`config.mk`:
```
export PLATFORM = sky130hd
export DESIGN_NAME = mem_port_arbiter
export DESIGN_NICKNAME = d
export VERILOG_FILES = /design/src/rtl/cache_pkg.sv /design/src/rtl/mem_port_arbiter.sv
export SDC_FILE = /design/constraint.sdc
export NUM_CORES = 1
export LEC_CHECK = 0
export BUFFER_PORTS_ARGS = -buffer_cell sky130_fd_sc_hd__buf_2
export CORE_AREA = 10 10 346 348
export DETAILED_ROUTE_END_ITERATION = 10
export DIE_AREA = 0 0 356 358
export PLACE_DENSITY_LB_ADDON = 0.2
export SYNTH_ARGS = -nofsm -noshare
export SYNTH_HDL_FRONTEND = slang
export SYNTH_SLANG_ARGS = --single-unit
```
`constraint.sdc`:
```
create_clock -name clk -period 7.2 [get_ports clk]
set_clock_uncertainty 0.2 [all_clocks]
set_input_delay 0.72 -clock clk [delete_from_list [all_inputs] [get_ports clk]]
set_output_delay 0.72 -clock clk [all_outputs]
set_load 0.1 [all_outputs]
```
`src/rtl/cache_pkg.sv`:
```
// ---------------------------------------------------------------------------
// cache_pkg
// Shared constants and types for the cache subsystem (L1, victim cache and
// the main-memory port arbiter).
//   ADDR_WIDTH   byte address width
//   LINE_BYTES   cache line size in bytes
//   OFFSET_BITS  number of byte-offset bits inside a line
//   line_t       one full cache line
//   arb_state_t  memory-port arbiter FSM states
//   port_id_t    which requester owns the outstanding memory transaction
// ---------------------------------------------------------------------------
package cache_pkg;

    localparam int ADDR_WIDTH  = 32;
    localparam int LINE_BYTES  = 16;
    localparam int OFFSET_BITS = $clog2(LINE_BYTES);

    typedef logic [LINE_BYTES*8-1:0] line_t;

    typedef enum logic [1:0] {
        IDLE  = 2'd0,
        ISSUE = 2'd1,
        WAIT  = 2'd2
    } arb_state_t;

    typedef enum logic {
        PORT_L1 = 1'b0,
        PORT_VC = 1'b1
    } port_id_t;

endpackage

```
`src/rtl/mem_port_arbiter.sv`:
```
// ---------------------------------------------------------------------------
// mem_port_arbiter
// Shares the single line-wide main-memory port between the L1 cache (refills
// and dirty writebacks) and the victim cache (evicted-line writebacks). Only
// one memory transaction is outstanding at a time.
//
// Handshake: a requester raises *_req_valid and holds it, with its rw/addr/
// wdata stable, until the cycle *_req_ready is high; that cycle is the accept.
// *_req_ready is only ever high in IDLE and only for the picked requester.
// Completion is a one-cycle *_resp_valid pulse; *_resp_rdata holds its value
// until the next completion for that port. Towards memory, mem_req_valid is a
// one-cycle pulse and mem_resp_valid is accepted only while waiting for it.
//
// Ports
//   clk, rst                    clock, synchronous active-high reset
//   l1_req_* / l1_resp_*        L1 cache request and completion
//   vc_req_* / vc_resp_*        victim cache request and completion
//   mem_req_* / mem_resp_*      main-memory port
//   l1_grant_cnt, vc_grant_cnt  saturating grant counters
//   dbg_state_o                 current FSM state, for observation only
// ---------------------------------------------------------------------------
module mem_port_arbiter
    import cache_pkg::*;
#(
    parameter int ADDR_WIDTH   = cache_pkg::ADDR_WIDTH,
    parameter int LINE_BYTES   = cache_pkg::LINE_BYTES,
    parameter int STARVE_LIMIT = 4,
    parameter int CNT_WIDTH    = 16
) (
    input  logic                    clk,
    input  logic                    rst,

    input  logic                    l1_req_valid,
    output logic                    l1_req_ready,
    input  logic                    l1_req_rw,
    input  logic [ADDR_WIDTH-1:0]   l1_req_addr,
    input  logic [LINE_BYTES*8-1:0] l1_req_wdata,
    output logic                    l1_resp_valid,
    output logic [LINE_BYTES*8-1:0] l1_resp_rdata,

    input  logic                    vc_req_valid,
    output logic                    vc_req_ready,
    input  logic                    vc_req_rw,
    input  logic [ADDR_WIDTH-1:0]   vc_req_addr,
    input  logic [LINE_BYTES*8-1:0] vc_req_wdata,
    output logic                    vc_resp_valid,
    output logic [LINE_BYTES*8-1:0] vc_resp_rdata,

    output logic                    mem_req_valid,
    output logic                    mem_req_rw,
    output logic [ADDR_WIDTH-1:0]   mem_req_addr,
    output logic [LINE_BYTES*8-1:0] mem_req_wdata,
    input  logic                    mem_resp_valid,
    input  logic [LINE_BYTES*8-1:0] mem_resp_rdata,

    output logic [CNT_WIDTH-1:0]    l1_grant_cnt,
    output logic [CNT_WIDTH-1:0]    vc_grant_cnt,

    output arb_state_t              dbg_state_o
);

    localparam int LW  = LINE_BYTES * 8;
    localparam int OFF = $clog2(LINE_BYTES);
    localparam int SW  = $clog2(STARVE_LIMIT + 1);

    localparam logic [SW-1:0]         STARVE_MAX = SW'(STARVE_LIMIT);
    localparam logic [ADDR_WIDTH-1:0] OFF_MASK   = ADDR_WIDTH'(LINE_BYTES - 1);
    localparam logic [CNT_WIDTH-1:0]  CNT_MAX    = '1;

    // -----------------------------------------------------------------------
    // State
    // -----------------------------------------------------------------------
    arb_state_t             state_q,         state_d;
    port_id_t               owner_q,         owner_d;
    logic                   rw_q,            rw_d;
    logic [ADDR_WIDTH-1:0]  addr_q,          addr_d;
    logic [LW-1:0]          wdata_q,         wdata_d;
    logic                   l1_resp_valid_q, l1_resp_valid_d;
    logic                   vc_resp_valid_q, vc_resp_valid_d;
    logic [LW-1:0]          l1_rdata_q,      l1_rdata_d;
    logic [LW-1:0]          vc_rdata_q,      vc_rdata_d;
    logic [SW-1:0]          starve_q,        starve_d;
    logic [CNT_WIDTH-1:0]   l1_cnt_q,        l1_cnt_d;
    logic [CNT_WIDTH-1:0]   vc_cnt_q,        vc_cnt_d;

    // -----------------------------------------------------------------------
    // Picker
    // -----------------------------------------------------------------------
    logic pick_l1;
    logic pick_vc;
    logic both_valid;
    logic same_line;

    always_comb begin
        pick_l1    = 1'b0;
        pick_vc    = 1'b0;
        both_valid = l1_req_valid && vc_req_valid;
        same_line  = (l1_req_addr[ADDR_WIDTH-1:OFF] == vc_req_addr[ADDR_WIDTH-1:OFF]);
        if (state_q == IDLE) begin
            // A pending victim writeback of the line L1 wants to refill must
            // reach memory first, otherwise the refill would read stale data.
            if (both_valid && (same_line || starve_q == STARVE_MAX)) begin
                pick_vc = 1'b1;
            end else if (l1_req_valid) begin
                pick_l1 = 1'b1;
            end else if (vc_req_valid) begin
                pick_vc = 1'b1;
            end
        end
    end

    // -----------------------------------------------------------------------
    // Next-state logic
    // -----------------------------------------------------------------------
    always_comb begin
        state_d         = state_q;
        owner_d         = owner_q;
        rw_d            = rw_q;
        addr_d          = addr_q;
        wdata_d         = wdata_q;
        l1_resp_valid_d = 1'b0;
        vc_resp_valid_d = 1'b0;
        l1_rdata_d      = l1_rdata_q;
        vc_rdata_d      = vc_rdata_q;
        starve_d        = starve_q;
        l1_cnt_d        = l1_cnt_q;
        vc_cnt_d        = vc_cnt_q;

        unique case (state_q)
            IDLE: begin
                if (pick_vc) begin
                    owner_d = PORT_VC;
                    rw_d    = vc_req_rw;
                    addr_d  = vc_req_addr & ~OFF_MASK;
                    wdata_d = vc_req_wdata;
                    state_d = ISSUE;
                end else if (pick_l1) begin
                    owner_d = PORT_L1;
                    rw_d    = l1_req_rw;
                    addr_d  = l1_req_addr & ~OFF_MASK;
                    wdata_d = l1_req_wdata;
                    state_d = ISSUE;
                end
            end
            ISSUE: begin
                state_d = WAIT;
            end
            WAIT: begin
                // Write acks are returned the same way as read data; the
                // requester simply ignores rdata on a write completion.
                if (mem_resp_valid) begin
                    state_d = IDLE;
                    if (owner_q == PORT_L1) begin
                        l1_resp_valid_d = 1'b1;
                        l1_rdata_d      = mem_resp_rdata;
                    end else begin
                        vc_resp_valid_d = 1'b1;
                        vc_rdata_d      = mem_resp_rdata;
                    end
                end
            end
            default: begin
                state_d = IDLE;
            end
        endcase

        // Starvation guard: counts L1 grants that overtook a waiting VC.
        if (!vc_req_valid || pick_vc) begin
            starve_d = '0;
        end else if (pick_l1 && starve_q != STARVE_MAX) begin
            starve_d = starve_q + 1'b1;
        end

        if (pick_l1 && l1_cnt_q != CNT_MAX) begin
            l1_cnt_d = l1_cnt_q + 1'b1;
        end
        if (pick_vc && vc_cnt_q != CNT_MAX) begin
            vc_cnt_d = vc_cnt_q + 1'b1;
        end
    end

    // -----------------------------------------------------------------------
    // Registers
    // -----------------------------------------------------------------------
    always_ff @(posedge clk) begin
        if (rst) begin
            state_q         <= IDLE;
            owner_q         <= PORT_L1;
            rw_q            <= 1'b0;
            addr_q          <= '0;
            wdata_q         <= '0;
            l1_resp_valid_q <= 1'b0;
            vc_resp_valid_q <= 1'b0;
            l1_rdata_q      <= '0;
            vc_rdata_q      <= '0;
            starve_q        <= '0;
            l1_cnt_q        <= '0;
            vc_cnt_q        <= '0;
        end else begin
            state_q         <= state_d;
            owner_q         <= owner_d;
            rw_q            <= rw_d;
            addr_q          <= addr_d;
            wdata_q         <= wdata_d;
            l1_resp_valid_q <= l1_resp_valid_d;
            vc_resp_valid_q <= vc_resp_valid_d;
            l1_rdata_q      <= l1_rdata_d;
            vc_rdata_q      <= vc_rdata_d;
            starve_q        <= starve_d;
            l1_cnt_q        <= l1_cnt_d;
            vc_cnt_q        <= vc_cnt_d;
        end
    end

    // -----------------------------------------------------------------------
    // Outputs
    // -----------------------------------------------------------------------
    assign l1_req_ready  = pick_l1;
    assign vc_req_ready  = pick_vc;
    assign l1_resp_valid = l1_resp_valid_q;
    assign vc_resp_valid = vc_resp_valid_q;
    assign l1_resp_rdata = l1_rdata_q;
    assign vc_resp_rdata = vc_rdata_q;

    // The latched request stays on the bus from ISSUE until the next accept.
    assign mem_req_valid = (state_q == ISSUE);
    assign mem_req_rw    = rw_q;
    assign mem_req_addr  = addr_q;
    assign mem_req_wdata = wdata_q;

    assign l1_grant_cnt  = l1_cnt_q;
    assign vc_grant_cnt  = vc_cnt_q;
    assign dbg_state_o   = state_q;

endmodule

```
# Word level (Yosys, flattened, before mapping)
# Index checks and enable logic that the tools add are counted.
# totals
reg_bits,457
latch_bits,0
ram_bits,0
rom_bits,0
input_bits,455
elab_cells,64
n_memories,0
# op_classes
addsub,3
n_mul,0
div,0
n_lt_le_gt_ge,0
n_eq_ne,9
shift,0
n_mux,21
bitwise,3
reduce_logical,16
# ops
op,n
$mux 128,2
$mux 32,2
$add 16x1->16 const B,2
$ne 16x16->1 const B,2
$eq 28x28->1,1
$mux 1,13
$mux 2,3
$ne 3x3->1 const B,2
$pmux 2 s3,1
$reduce_and 3->1,2
$logic_and 1x1->1,5
$reduce_and 2->1,2
$add 3x1->3 const B,1
$eq 3x3->1 const B,1
$not 1->1,3
$reduce_or 3->1,1
$eq 2x1->1 const B,1
$eq 2x2->1 const B,1
$logic_not 2->1,1
$logic_or 1x1->1,2
$ne 2x2->1 const B,1
$reduce_bool 2->1,1
$reduce_or 2->1,1
$logic_not 1->1,1

# Longest topological paths before layout
# Gate-level depths: netlist (run 1).
# logic_depth
depth_word,8
depth_mapped,10
depth_no_buf,8

# Worst setup path after synthesis (run 1)
# Ideal clock, no wire load.
# synth_timing
kind,input to output
startpoint,in vc_req_addr[31]
endpoint,out l1_req_ready
arrival_time_ps,2552
required_ps,6280
setup_slack_ps,3728
cell_stages,6
n_path_buf,1
cell_sequence,xnor2_1 -> nand4_1 -> or4_1 -> o21ai_1 -> buf_2 -> inv_1
# synth_via
elab_chain_len,5
# synth_lines
element,line,text
"start, declared",mem_port_arbiter.sv:44,"input logic [ADDR_WIDTH-1:0] vc_req_addr,"
$eq 28x28->1,mem_port_arbiter.sv:98,same_line = (l1_req_addr[ADDR_WIDTH-1:OFF] == vc_req_addr[ADDR_WIDTH-1:OFF]);
$logic_or 1x1->1,mem_port_arbiter.sv:102,if (both_valid && (same_line || starve_q == STARVE_MAX)) begin
$logic_and 1x1->1,mem_port_arbiter.sv:102,
$mux 1,mem_port_arbiter.sv:102,
$mux 1,mem_port_arbiter.sv:99,if (state_q == IDLE) begin
"end, declared",mem_port_arbiter.sv:34,"output logic l1_req_ready,"
# No other way between the ends.

# Worst setup path in the final report (run 1)
# layout_timing
startpoint,in l1_req_addr[11]
endpoint,out vc_req_ready
# layout_via
elab_chain_len,5
# layout_lines
element,line,text
"start, declared",mem_port_arbiter.sv:36,"input logic [ADDR_WIDTH-1:0] l1_req_addr,"
$eq 28x28->1,mem_port_arbiter.sv:98,
$logic_or 1x1->1,mem_port_arbiter.sv:102,
$logic_and 1x1->1,mem_port_arbiter.sv:102,
$mux 1,mem_port_arbiter.sv:102,
$mux 1,mem_port_arbiter.sv:99,
"end, declared",mem_port_arbiter.sv:42,"output logic vc_req_ready,"
# No other way between the ends.

==> results of run 1 <==
==> critical path, stage by stage <==
cell	delay, ns
buf_2	0.13
xor2_1	0.17
nor4_1	0.34
nand4_1	0.38
o41ai_4	0.83
nand2_8	0.35
inv_4	0.28
buf_2	0.49
==> routing by layer <==
| layer | vias to the layer above | track usage (%) |
|---|---|---|
| li1 | 9165 | - |
| met1 | 8834 | 17.1 |
| met2 | 775 | 23.5 |
| met3 | 194 | 7.07 |
| met4 | 56 | 4.79 |
| met5 | - | 0 |
==> logic make-up after synthesis <==
family                   Yosys count
other                              1
buffers and inverters            191
adder cells (fa/ha/maj)            4
multiplexers                       7
XOR/XNOR                          48
AND/OR/NAND/NOR                 1277
AO/OA/AOI/OAI                    280
flip-flops                       453
==> metrics by stage <==
| stage | util (%) | hold WS [ns] |
|---|---|---|
| floorplan | - | 0.266 |
| global placement | 20.8 | 0.240 |
| detailed placement | 20.8 | 0.244 |
| CTS | 22.5 | 0.0477 |
| global route | 22.5 | 0.0653 |
| finish | 22.5 | 0.116 |
==> cell usage in the layout, fill, tap and decap left out, types with 13 or more instances in the layout <==
master / netlist / layout
buf_2: 9 / 897
nand2_1: 528 / 528
dfxtp_1: 453 / 453
nor2_1: 379 / 378
a21oi_1: 265 / 265
nor4_1: 174 / 174
nor3_1: 138 / 137
clkbuf_16: 0 / 55
xnor2_1: 28 / 28
diode_2: 0 / 20
xor2_1: 20 / 20
clkinv_2: 0 / 15
clkbuf_8: 0 / 13
==> flip-flops by register name, indices dropped and copies added (netlist names) <==
| signal | flops |
|---|---|
| dbg_state_o | 2 |
| l1_grant_cnt | 16 |
| l1_resp_rdata | 128 |
| l1_resp_valid | 1 |
| mem_req_addr | 28 |
| mem_req_rw | 1 |
| mem_req_wdata | 128 |
| owner_q | 1 |
| starve_q | 3 |
| vc_grant_cnt | 16 |
| vc_resp_rdata | 128 |
| vc_resp_valid | 1 |
==> power by group through the flow <==
stage	sequential (uW)	clock [uW]	combinational [uW]
floorplan	3730	0	387
global placement	2770	0	1840
detailed placement	2770	0	1840
CTS	2720	3060	1840
global route	2740	3150	1920
finish	2720	2950	1820
==> area by class of cell <==
| cell class | instances | area, sq um |
|---|---|---|
| clock inverter | 25 | 319 |
| clock buffer | 78 | 1590 |
| antenna | 20 | 50.0 |
| multi-input combinational | 1620 | 7640 |
| fill | 12800 | 87000 |
| timing repair buffer | 914 | 4720 |
| inverter | 10 | 40.0 |
| sequential | 453 | 9070 |
| tap | 1500 | 1880 |
==> cells in the mapped netlist (2+ instances only) <==
master / instances
nor3b_1: 2
or3_1: 2
and3_1: 6
dfxtp_1: 453
nand2_1: 528
nor2_1: 379
nor4_1: 174
a31oi_1: 2
ha_1: 4
nand4_1: 11
o31ai_1: 3
o21ai_1: 2
buf_4: 13
nor2b_1: 8
inv_1: 9
a21oi_1: 265
nor3_1: 138
buf_1: 4
or4_1: 5
mux2_2: 5
xor2_1: 20
o21ai_0: 4
and4_1: 2
clkbuf_1: 153
buf_2: 9
xnor2_1: 28
buf_6: 2
nand2b_1: 2
nand3_1: 13
==> worst max path at each step <==
| stage | from | to | slack, ns | cells past startpoint |
|---|---|---|---|---|
| detailed placement | l1_req_addr[10] | vc_req_ready | 2.52 | 8 |
| global placement | l1_req_addr[10] | vc_req_ready | 2.52 | 8 |
| global route | vc_req_addr[11] | vc_req_ready | 2.40 | 8 |
| finish | l1_req_addr[11] | vc_req_ready | 2.57 | 8 |
| floorplan | vc_req_addr[31] | l1_req_ready | 3.73 | 6 |
| CTS | l1_req_addr[10] | vc_req_ready | 2.51 | 8 |
==> out/metrics.csv, run 1 <==
stage,metric,value,unit
sta,Tcrit/Tclk final,64.3,%
sta,# setup viols final,0,
sta,setup TNS,0,ns
floorplan,Die Footprint,127000,sq um
power,Pwr Total,7490,uW
drt,drt first pass iters,4,
clocking,postcts setup bufs,0,
sta,fmax,216,MHz
synth,Post-synth EDFFs,0,
hold_path,Worst Hold Launch,mem_resp_rdata[24],
hold_path,hold path cells,3,
power,internal power,4690,uW
synth,"Top FF cell, synth",dfxtp_1,
cells_and_area,fin cells,4620,
drt,routed metal-1 wire length,40.2,mm
synth,sequential fraction of the synthesis area,52.1,%
critical_path,R2R Path End,mem_req_wdata[62]$_SDFFE_PP0P_,
clocking,Max Root-Sink Buffers,3,
place,Post-Place Cells,4497,
floorplan,die height,358,um
power,Peak VDD IR,0.175,mV
synth,simple-gate portion of the synthesized area,31.9,%
synth,area of the mapped netlist,17400,sq um
place,Final GP Congestion,0.798,
synth,dominant cells by area after synthesis,"dfxtp_1 52%, nand2_1 11%, nor2_1 8.2%",
synth,#FFs+latches synth,453,
sta,Worst Max-Slew Pin Slew,1.17,ns
synth,library cells used by synthesis,44,
hold_path,WHS Endpoint,l1_resp_rdata[24]$_SDFFE_PP0P_,
floorplan,core area,112000,sq um
synth,Yosys top cell by area,dfxtp_1,
cells_and_area,Layout area overhead,45.4,%
drt,Routed WL,100,mm
clocking,clk_lat worst skew,0.64,ns
critical_path,Critical Path Sink Type,primary output,
synth,syn avg cell area,7.70,sq um
clocking,Root Buffer,clkbuf_16,
cells_and_area,layout cells sized above 1,33.0,%
grt,initial antenna violation count,71,
power,combinational share of power,24.3,%
power,Leakage Power,0.0110,uW
sta,Tmin final,4.63,ns
clocking,total CTS buffers,55,
synth,top cell type's share of synthesized area,52.1,%
cells_and_area,nets@finish,3513,
critical_path,Worst EP required,6.28,ns
hold_path,Hold WC Path Type,input pin to flop,
grt,first-pass GRT wire length,140,mm
sta,Slew headroom,22.3,%
clocking,H-tree depth,2,
critical_path,RR Startpoint,starve_q[0]$_SDFFE_PP0P_,
place,placed cell area,23300,sq um
grt,largest net degree at the start of global routing,180,
synth,Synth Instances,2261,
sta,Max Slew Vio Count,0,
drt,WL met3,10.9,mm
critical_path,critical path class,input pin to primary output,
drt,DRC,0,
floorplan,Rows,123,
synth,mux contribution to synthesized area,0.446,%
grt,GRT Residual Overflow,0,
synth,fraction of registers with async set/reset,0,%
drt,vias,19000,
synth,synth warn,0,
drt,DRT iter0 DRCs,1025,
power,switching power,2790,uW
clocking,cts repair resizes,0,
drt,met2 WL,45.8,mm
sta,unrepaired setup endpoints after global routing,false,
sta,Final WS setup,2.57,ns
floorplan,I/O pin count,911,
drt,DR WL/cell,21.7,um
critical_path,Worst Reg2Reg Path Length in Cells,8,
cells_and_area,Final Cell Area,25300,sq um
power,sw frac,37.3,%
floorplan,starting density of the core,15.5,%
power,sequential share of power,36.4,%
floorplan,chip width,356,um
drt,number of routed nets with antenna violations,0,
power,clock power share,39.3,%
synth,XOR/XNOR Fraction of Synth Area,2.41,%
grt,GRT Total Usage,14.7,%
flow_run,Max-cap violations,0,
place,IO buf count,898,
place,Place WS,2.52,ns
place,dpl hpwl,75.3,mm
clocking,hold buffer count at CTS,0,
drt,Top Metal Used,met5,
synth,largest family of logic cells by synthesized area,simple AND/OR/NAND/NOR gates,
status,outcome,"complete, no violations",
clocking,CTS tree,yes,
clocking,clock slew at reported path FFs,0.06,ns
power,P per Cell Area,296,nW/um^2
critical_path,R2R Setup Slk,3.94,ns
critical_path,Startpoint Class,input pin,
grt,vias in the first global route,18800,
synth,area share of fa/ha/maj cells after synthesis,0.287,%
clocking,clk sinks,453,
drt,vias per cell,4.12,
sta,"Hold Vio Cnt, Final",0,
synth,post-synthesis compound-gate area fraction,8.29,%
critical_path,worst-path maximum fanout,43,
critical_path,crit path DAT,3.71,ns
No activity file was read; power rests on OpenSTA's default activity.
==> run 2: changes to the inputs <==
--- a/config.mk
+++ b/config.mk
@@ -5,10 +5,11 @@
 export SDC_FILE = /design/constraint.sdc
 export NUM_CORES = 1
 export LEC_CHECK = 0
+export ABC_AREA = 1
 export BUFFER_PORTS_ARGS = -buffer_cell sky130_fd_sc_hd__buf_2
-export CORE_AREA = 10 10 346 348
+export CORE_AREA = 10 10 347 349
 export DETAILED_ROUTE_END_ITERATION = 10
-export DIE_AREA = 0 0 356 358
+export DIE_AREA = 0 0 357 359
 export PLACE_DENSITY_LB_ADDON = 0.2
 export SYNTH_ARGS = -nofsm -noshare
 export SYNTH_HDL_FRONTEND = slang
==> constraint.sdc (replaced) <==
create_clock -name clk -period 4.4 [get_ports clk]
set_clock_uncertainty 0.2 [all_clocks]
set_input_delay 0.44 -clock clk [delete_from_list [all_inputs] [get_ports clk]]
set_output_delay 0.44 -clock clk [all_outputs]
set_load 0.1 [all_outputs]
==> run 2 against run 1 <==
Register-to-register slack got worse by 2.8 ns; setup slack got worse by 1.8 ns; largest power group unchanged; critical path type unchanged; critical endpoint unchanged; non-clock buffer count rose by 451; critical path depth unchanged; flip-flop and latch count stayed put; synthesized area increased by 13%.
==> out/metrics.csv, run 2 <==
stage,metric,value,unit
sta,# setup viols final,0,
critical_path,RR Startpoint,dbg_state_o[0]$_SDFFE_PP0P_,
sta,Final WS setup,0.766,ns
clocking,clock slew at reported path FFs,0.07,ns
sta,unrepaired setup endpoints after global routing,false,
grt,initial antenna violation count,61,
sta,setup TNS,0,ns
drt,DRC,0,
grt,first-pass GRT wire length,163,mm
sta,Tcrit/Tclk final,82.6,%
cells_and_area,most frequent cells in the layout,"897 x buf_2, 565 x nor2_1, 472 x nand2_1",
drt,vias,23200,
hold_path,Hold WC Path Type,input pin to flop,
synth,dominant cells by area after synthesis,"dfxtp_1 46%, nor2_1 11%, nand3_1 9.2%",
grt,largest net degree at the start of global routing,159,
sta,"Hold Vio Cnt, Final",0,
place,placed cell area,25600,sq um
power,P per Cell Area,411,nW/um^2
clocking,H-tree depth,2,
synth,synth warn,0,
power,Pwr Total,13200,uW
critical_path,Startpoint Class,input pin,
hold_path,Worst Hold Launch,vc_req_wdata[69],
synth,top cell type's share of synthesized area,46.0,%
clocking,total CTS buffers,61,
cells_and_area,Layout area overhead,63.4,%
cells_and_area,"most common cell after layout, fill and taps aside",buf_2,
synth,Post-synth top cells,"569 x nor2_1, 472 x nand2_1, 453 x dfxtp_1",
cells_and_area,fill count,12700,
clocking,postcts setup bufs,0,
floorplan,chip width,357,um
sta,Tmin final,3.63,ns
clocking,clk sinks,453,
drt,DRT iter0 DRCs,1531,
synth,fraction of registers with async set/reset,0,%
cells_and_area,post-layout util,28.3,%
clocking,hold buffer count at CTS,440,
synth,area of the mapped netlist,19700,sq um
drt,DR WL/cell,20.1,um
synth,Post-synth EDFFs,0,
clocking,Root Buffer,clkbuf_16,
synth,Yosys top cell by area,dfxtp_1,
cells_and_area,nets@finish,4492,
critical_path,crit path DAT,2.99,ns
floorplan,core area,114000,sq um
synth,#FFs+latches synth,453,
place,Place WS,1.12,ns
synth,library cells used by synthesis,31,
sta,Worst Max-Slew Pin Slew,0.979,ns
synth,syn avg cell area,7.02,sq um
power,Peak VDD IR,0.294,mV
clocking,CTS tree,yes,
floorplan,I/O pin count,911,
floorplan,die height,359,um
floorplan,starting density of the core,17.4,%
critical_path,critical path class,input pin to primary output,
floorplan,Die Footprint,128000,sq um
status,outcome,"complete, no violations",
drt,number of routed nets with antenna violations,0,
critical_path,worst-path maximum fanout,131,
flow_run,Max-cap violations,0,
drt,vias per cell,4.13,
floorplan,Rows,124,
power,Leakage Power,0.0157,uW
synth,Synth Instances,2808,
clocking,cts repair resizes,0,
place,Final GP Congestion,0.821,
place,IO buf count,898,
clocking,clk_lat worst skew,0.67,ns
sta,fmax,275,MHz
cells_and_area,Final Cell Area,32200,sq um
grt,GRT Residual Overflow,0,
clocking,Max Root-Sink Buffers,3,
sta,Max Slew Vio Count,0,
sta,Slew headroom,34.7,%
synth,"Top FF cell, synth",dfxtp_1,
critical_path,Worst EP required,3.76,ns
drt,Routed WL,113,mm
grt,GRT Total Usage,16.8,%
critical_path,CP startpoint,vc_req_valid,
cells_and_area,layout cells sized above 1,25.6,%
drt,drt first pass iters,5,
synth,sequential fraction of the synthesis area,46.0,%
critical_path,Critical Path Sink Type,primary output,
grt,vias in the first global route,23300,
place,dpl hpwl,81.8,mm
synth,most frequent cell after synthesis,nor2_1,
-- run 2: final timing paths --
kind,slack (ns),endpoint,cells past startpoint
min reg2reg,0.27,mem_req_addr[29]$_SDFFE_PP0P_,2
max,0.77,vc_req_ready,8
max reg2reg,1.11,mem_req_wdata[102]$_SDFFE_PP0P_,9
min,0.02,mem_req_wdata[69]$_SDFFE_PP0P_,4
-- run 2: metrics by stage --
stage | hold WS (ns) | instances
5_1_grt | 0.0420 | 5614
4_1_cts | 0.00589 | 5595
6_report | 0.0233 | 5621
2_1_floorplan | 0.257 | 2811
3_3_place_gp | 0.256 | 5042
3_5_place_dp | 0.259 | 5042
-- run 2: logic make-up after synthesis --
kind of cell    count (synthesis)  share of synthesized area, %
flops                         453                          46.0
simple gates                 1590                          35.9
xor+xnor                       31                          1.38
compound gates                291                          7.43
fa+ha+maj                       4                         0.254
buf+inv                       438                          8.98
other cells                     1                        0.0190
-- run 2: layout make-up --
class                      count  area, sq um  area share [%]
clock buffer                  91         1820            5.65
tap                         1512         1890            5.88
timing repair buffer        1365         9270            28.8
sequential                   453         9070            28.2
multi-input combinational   1920         8940            27.8
antenna                       26         65.1           0.202
clock inverter                22          258           0.801
inverter                     232          883            2.74
-- run 2: report_power, final --
| group | internal, uW | total (uW) | leakage (uW) | switching [uW] |
|---|---|---|---|---|
| Sequential | 4340 | 4450 | 0.00369 | 115 |
| Combinational | 860 | 3580 | 0.0110 | 2720 |
| Clock | 3090 | 5200 | 0.00103 | 2110 |
| Total | 8290 | 13200 | 0.0157 | 4950 |
-- run 2: routing by layer --
| layer | wire length [um] | global-route usage (%) | vias to the layer above |
|---|---|---|---|
| met5 | 107 | 0 | - |
| met4 | 3760 | 5.71 | 18 |
| met3 | 11200 | 6.47 | 185 |
| met2 | 52800 | 28.0 | 858 |
| met1 | 45000 | 19.5 | 10700 |
| li1 | - | - | 11400 |
-- run 2: worst max-delay path, cell delays in order --
cell,delay [ns]
dlygate4sd3_1,0.57
buf_2,0.20
inv_1,0.08
nor2_4,0.17
buf_12,0.55
nand2_8,0.42
inv_1,0.26
buf_12,0.20
